`src/rtl/priority_encoder_seq.sv`:
```
// Sequential priority encoder: captures a multi-hot request vector on e and
// hands out the index of every set bit, one per valid/ready handshake.
module priority_encoder_seq #(
  parameter int CODE_W        = 3,
  parameter bit PRIORITY_HIGH = 1'b1
) (
  input  logic                     clk,
  input  logic                     reset,
  input  logic                     e,
  input  logic [(2**CODE_W)-1:0]   d,
  input  logic                     rdy,
  output logic                     v,
  output logic                     a,
  output logic                     b,
  output logic                     c,
  output logic                     last,
  output logic                     none,
  output logic                     busy,
  output logic [CODE_W:0]          count
);

  localparam int N = 2**CODE_W;

  typedef enum logic {IDLE = 1'b0, EMIT = 1'b1} state_t;

  state_t              state_reg, state_next;
  logic [N-1:0]        pend_reg, pend_next;
  logic [CODE_W:0]     count_reg, count_next;
  logic                none_reg, none_next;

  logic [N-1:0]        sel_mask;
  logic [CODE_W-1:0]   sel_idx;
  logic                single;

  // A bit is selected when no higher-priority bit of pend is set.
  genvar gi;
  generate
    for (gi = 0; gi < N; gi++) begin : g_sel
      logic others;
      if (PRIORITY_HIGH) begin : g_hi
        assign others = |(pend_reg >> (gi + 1));
      end else begin : g_lo
        assign others = |(pend_reg << (N - gi));
      end
      assign sel_mask[gi] = pend_reg[gi] & ~others;
    end
  endgenerate

  always_comb begin
    sel_idx = '0;
    for (int i = 0; i < N; i++) begin
      if (sel_mask[i]) sel_idx = sel_idx | CODE_W'(i);
    end
  end

  assign single = ((pend_reg & (pend_reg - N'(1))) == '0) && (pend_reg != '0);

  always_ff @(posedge clk) begin
    if (reset) begin
      state_reg <= IDLE;
      pend_reg  <= '0;
      count_reg <= '0;
      none_reg  <= 1'b0;
    end else begin
      state_reg <= state_next;
      pend_reg  <= pend_next;
      count_reg <= count_next;
      none_reg  <= none_next;
    end
  end

  always_comb begin
    state_next = state_reg;
    pend_next  = pend_reg;
    count_next = count_reg;
    none_next  = 1'b0;
    case (state_reg)
      IDLE: begin
        if (e) begin
          pend_next  = d;
          count_next = '0;
          if (d != '0) state_next = EMIT;
          else         none_next  = 1'b1;
        end
      end
      EMIT: begin
        // e and d are deliberately ignored here, even on the final handshake.
        if (rdy) begin
          pend_next  = pend_reg & ~sel_mask;
          count_next = count_reg + (CODE_W+1)'(1);
          if (single) state_next = IDLE;
        end
      end
      default: state_next = IDLE;
    endcase
  end

  always_comb begin
    v     = 1'b0;
    busy  = 1'b0;
    last  = 1'b0;
    a     = 1'b0;
    b     = 1'b0;
    c     = 1'b0;
    none  = none_reg;
    count = count_reg;
    if (state_reg == EMIT) begin
      v    = 1'b1;
      busy = 1'b1;
      last = single;
      a    = sel_idx[CODE_W-1];
      b    = sel_idx[1];
      c    = sel_idx[0];
    end
  end

endmodule

```
`config.mk`:
```
export PLATFORM = sky130hd
export DESIGN_NAME = priority_encoder_seq
export DESIGN_NICKNAME = d
export VERILOG_FILES = /design/src/rtl/priority_encoder_seq.sv
export SDC_FILE = /design/constraint.sdc
export NUM_CORES = 1
export LEC_CHECK = 0
export ABC_AREA = 1
export BUFFER_PORTS_ARGS = -buffer_cell sky130_fd_sc_hd__buf_2
export CORE_ASPECT_RATIO = 1.25
export CORE_MARGIN = 2
export CORE_UTILIZATION = 25
export CTS_BUF_LIST = sky130_fd_sc_hd__clkbuf_8
export DETAILED_ROUTE_END_ITERATION = 6
export HOLD_SLACK_MARGIN = 0.12
export PLACE_DENSITY = 0.54
export SYNTH_ARGS = -nofsm -noshare
export SYNTH_HDL_FRONTEND = slang
export SYNTH_SLANG_ARGS = --single-unit
```
`constraint.sdc`:
```
create_clock -name clk -period 1.5 [get_ports clk]
set_input_delay 0.3 -clock clk [delete_from_list [all_inputs] [get_ports clk]]
set_output_delay 0.3 -clock clk [all_outputs]
set_load 0.005 [all_outputs]
```
# Word-level counts from Yosys, hierarchy flattened
# Index checks and enable logic that the tools add are counted.
[totals] reg_bits=14 latch_bits=0 ramBits=0 rom_bits=0 in_bits=12 out_inout_bits=11 elab_cells=63 memories=0
[op_classes] add_sub_neg=2 n_mul=0 div=0 n_lt_le_gt_ge=0 n_eq_ne=2 n_shift=0 mux=24 bitwise_logic=19 n_reduce_logical=12
[op_table] operator="bitwise AND 8 bit" n=2
[op_table] operator="two-way mux 8 bit" n=2
[op_table] operator="case mux 8 bit (2 select lines)" n=1
[op_table] operator="nonzero test 8 bit" n=2
[op_table] operator="two-way mux 3 bit" n=4
[op_table] operator="two-way mux 1 bit" n=11
[op_table] operator="inverter 1 bit" n=9
[op_table] operator="zero test 8 bit" n=1
[op_table] operator="two-way mux 4 bit" n=2
[op_table] operator="inverter 8 bit" n=1
[op_table] operator="case mux 4 bit (2 select lines)" n=1
[op_table] operator="subtractor 8 x 1 -> 8 bit (second input constant)" n=1
[op_table] operator="bitwise AND 1 bit" n=7
[op_table] operator="OR reduction 7 bit" n=1
[op_table] operator="OR reduction 3 bit" n=2
[op_table] operator="OR reduction 6 bit" n=1
[op_table] operator="OR reduction 5 bit" n=1
[op_table] operator="adder 4 x 1 -> 4 bit (second input constant)" n=1
[op_table] operator="two-way mux 2 bit" n=2
[op_table] operator="inequality test 2 bit (second input constant)" n=2
[op_table] operator="OR reduction 4 bit" n=1
[op_table] operator="case mux 1 bit (2 select lines)" n=1
[op_table] operator="AND reduction 2 bit" n=1
[op_table] operator="OR reduction 2 bit" n=1
[op_table] operator="logical AND 1 bit" n=1

# Longest topological paths before layout
[depth] depth_word=11 mapped_depth=9

# Least setup slack after synthesis
# No wires, ideal clock.
[synth_path] path_type="register to output" start="register pend_reg[1]" end="output port last" t_arrival_ns=0.958 t_required_ns=1.200 slack_ns=0.242 stages_incl_launch_ff=8 path_cell_list="dfxtp_1 nor2_1 nand2_1 nor2_1 nor2_1 nor2_1 nand3_1 nor2_1"
[synth_between] elab_chain_len=5 word_cells_on_any_way=6 cone_classes="1 x add/sub; 1 x mux; 1 x bitwise; 3 x reduce/logical"
[synth_rtl] element="start: declaration" line_no="27" rtl="logic [N-1:0] pend_reg, pend_next;"
[synth_rtl] element="start signal: assignment" line_no="66" rtl="pend_reg <= pend_next;"
[synth_rtl] element="subtractor 8 x 1 -> 8 bit" line_no="56" rtl="assign single = ((pend_reg & (pend_reg - N'(1))) == '0) && (pend_reg != '0);"
[synth_rtl] element="bitwise AND 8 bit" line_no="56"
[synth_rtl] element="zero test 8 bit" line_no="56"
[synth_rtl] element="logical AND 1 bit (*)" line_no="56"
[synth_rtl] element="two-way mux 1 bit (*)" line_no="107" rtl="if (state_reg == EMIT) begin"
[synth_rtl] element="end: declaration" line_no="16" rtl="output logic last,"
# Mark *: on every way between the ends. The rest lies on a longest branch, timed or not.

# Worst setup path after layout
[layout_path] start="register pend_reg[6]" end="output port last"
# The elaborated chain is that of the path after synthesis.

==> impl_metrics.toml <==
[critical_path]
r2r-start = "state_reg"
crit_path_cell_trace = "nor2_4 -> nand2_2 -> nor2_2 -> nor2_1 -> nor2_1 -> nand3_1 -> nor2_1 -> buf_2"
cp.arrival_ns = 1.35
r2r_slack_ns = 0.16
end_kind = "output port"
slowest_stage = "dfxtp_4"
reg2reg_depth = 6
r2r-end = "pend_reg[3]"
crit_type = "flip-flop to output port"
cp_max_fo = 3
startpoint_type = "flip-flop"
cp_common_cell = "nor2_1"
critPathRequiredTime_ns = 1.20
crit_path_max_incr_delay_ns = 0.36

[pwr]
p_switching_mw = 0.398
p_clk_share_pct = 30.4
internal_power_mw = 0.812
powerDensity_nw_per_um2 = 1040
total_power_mw = 1.21
p_seq_share_pct = 37.5
p_sw_share_pct = 32.9
p_comb_share_pct = 32.0
p_leak_nw = 0.586
max-vdd-ir-drop_mv = 0.487

[die]
rows = 23
start_util_pct = 25.7
die_area_um2 = 3720
dieWidth_um = 55.0
coreArea_um2 = 3170
pin_count = 23
die_h_um = 67.7

[clock_network]
clk_pin_slew_ns = 0.06
insertion_delay_ns = 0.25
clkSinkCount = 14
clk_path_buf_depth = 2
h-tree-depth = 1
root_buffer = "clkbuf_8"
cts_tree = "yes"
cts_buffers = 3

[drt]
drt-total-wl_um = 2380
first_iter_violations = 17
drc = 0
vias = 946
via_per_inst = 4.83
wl_per_cell_um = 12.2
drtPass1Iterations = 4
ant_nets = 0

[synthesis]
muxShareOfSynthArea_pct = 0
yosysTopAreaCellShare_pct = 34.5
synth-xor-area-share_pct = 0
synthSimpleGateAreaFrac_pct = 34.1
ys_ff_latch = 14
yosysSeqAreaShare_pct = 34.5
yosysWarnings = 0
synthAdderAreaFrac_pct = 1.54
avgSynthCellArea_um2 = 6.50
synth.distinct_cells = 25
netlist_top_cells_area = "dfxtp_1 (35%), nand2_1 (13%), inv_1 (8.8%)"
syn_inst = 125
synth_top_area_cell = "dfxtp_1"
synthesis.nets = 138
synth_top_family_by_area = "simple AND/OR/NAND/NOR gates"
synth-compound-area-share_pct = 17.4
netlist_area_um2 = 812

[global_route]
grt_pass1_vias = 906
grt.overflow.total = 0
grt_max_degree = 12
grt_pass1_wl_um = 3930
antenna_found_initial = 0
track_usage_pct = 14.6

[cells_and_area]
drive_above_1_share_pct = 43.4
num_antenna_cells = 0
fillers = 361
area_delta_synth_final_pct = 43.3
finalNonFillerCells = 196
final_util_pct = 36.8
largest_reg_flops = 8
fin_area_um2 = 1160
nNetsFinal = 173

[placement]
io_buffer_count = 22
dpl-instance-area_um2 = 965
place_ws_ns = -0.0321
dp_cells = 184
gpl.final_weighted_congestion = 0.882
hpwl_um = 1740

[sta]
finalSetupViolations = 4
fin_crit_sh_pct = 110
hold_slack_ns = 0.274
fin_crit_ns = 1.65
finalHoldViolCount = 0
tightest_slew_ns = 0.300
slew_viol_final = 0
max_clock_freq_ghz = 0.607
clock_skew_ns = 0.00416
setup_tns_ns = -0.464
setup_slack_ns = -0.146
rsz0062_at_grt = "true"
maxSlewHeadroom_pct = 79.9

[worst_hold_path]
whs_endpoint = "pend_reg[7]"
hp-class = "input pin to flip-flop"
hold_start = "d[7]"
hold_depth = 2

[outcome]
outcome = "finished, violations left"
violations = "setup timing"

[run]
drv_cap = 0
[layer usage]
layer | track usage, % | wire, um | up-vias
met5 | 0 | 0 | -
met2 | 22.8 | 1200 | 39
li1 | - | - | 473
met1 | 18.1 | 937 | 421
met4 | 9.45 | 113 | 0
met3 | 2.65 | 132 | 13
[synth_stat cells]
master    instances
a21oi_2           1
a21oi_1           5
o21ai_0           9
o211ai_1          3
a32o_1            1
dfxtp_1          14
buf_4             1
nor3_1            3
inv_1            19
nor2_1           17
ha_1              1
a32oi_1           1
or2_1             1
nand2_2           4
nor4_1            2
nor2_2            1
o21ai_1           1
nand3_1           4
nand2_1          29
nand4_1           1
a211oi_1          1
nand4_2           1
buf_6             1
inv_2             3
o221ai_1          1
[how the worst max path moves through the flow]
| stage | startpoint | end | depth (start not counted) |
|---|---|---|---|
| 6_report | pend_reg[6] | last | 8 |
| 5_1_grt | pend_reg[1] | last | 8 |
| 3_5_place_dp | pend_reg[7] | c | 8 |
| 3_3_place_gp | pend_reg[7] | c | 8 |
| 2_1_floorplan | pend_reg[1] | last | 7 |
| 4_1_cts | pend_reg[4] | last | 8 |
[area by class of cell]
type	count	area (um2)	area share, %
multi-input cells	87	493	42.4
flip-flops and latches	14	299	25.7
repair buffers	32	185	15.9
inverters	22	85.1	7.31
clock buffers	4	55.1	4.73
well taps	37	46.3	3.98
[what timing repair did]
item,in CTS,in global routing
gates cloned,0,0
pin swaps,8,6
setup buffers,3,5
endpoints found under the setup margin,4,4
hold buffers,0,0
resized for setup,22,13
[power groups by stage]
stage	sequential, mW	clock (mW)	combinational [mW]
after detailed placement	0.442	0	0.292
after CTS	0.447	0.377	0.335
after global placement	0.441	0	0.290
after global routing	0.458	0.396	0.434
final	0.454	0.368	0.388
after floorplan	0.436	0	0.200
[critical path: cells and delay by family, from the launching register on]
family                 cells  cell delay (ns)
DFF                        1             0.36
buffers and inverters      1             0.11
and+or+nand+nor            7             0.63
[cells by family (layout without fill, tap and decap cells)]
logic type / after synthesis / count (layout)
and+or+nand+nor: 63 / 63
buffers and inverters: 24 / 58
DFF: 14 / 14
AOI/OAI and AO/OA: 23 / 23
adders and majority gates: 1 / 1
[placed cells by master, fill, tap and decap left out, drive strengths merged]
cell type | Yosys | routed
a32oi | 1 | 1
o221ai | 1 | 1
nand3 | 4 | 4
nor4 | 2 | 2
nor2 | 18 | 18
or2 | 1 | 1
o211ai | 3 | 3
ha | 1 | 1
inv | 22 | 22
a211oi | 1 | 1
nand2 | 33 | 33
nor3 | 3 | 3
o21ai | 10 | 10
a32o | 1 | 1
a21oi | 6 | 6
buf | 2 | 32
dfxtp | 14 | 14
clkbuf | 0 | 4
nand4 | 2 | 2
No activity file was read; power rests on OpenSTA's default activity.
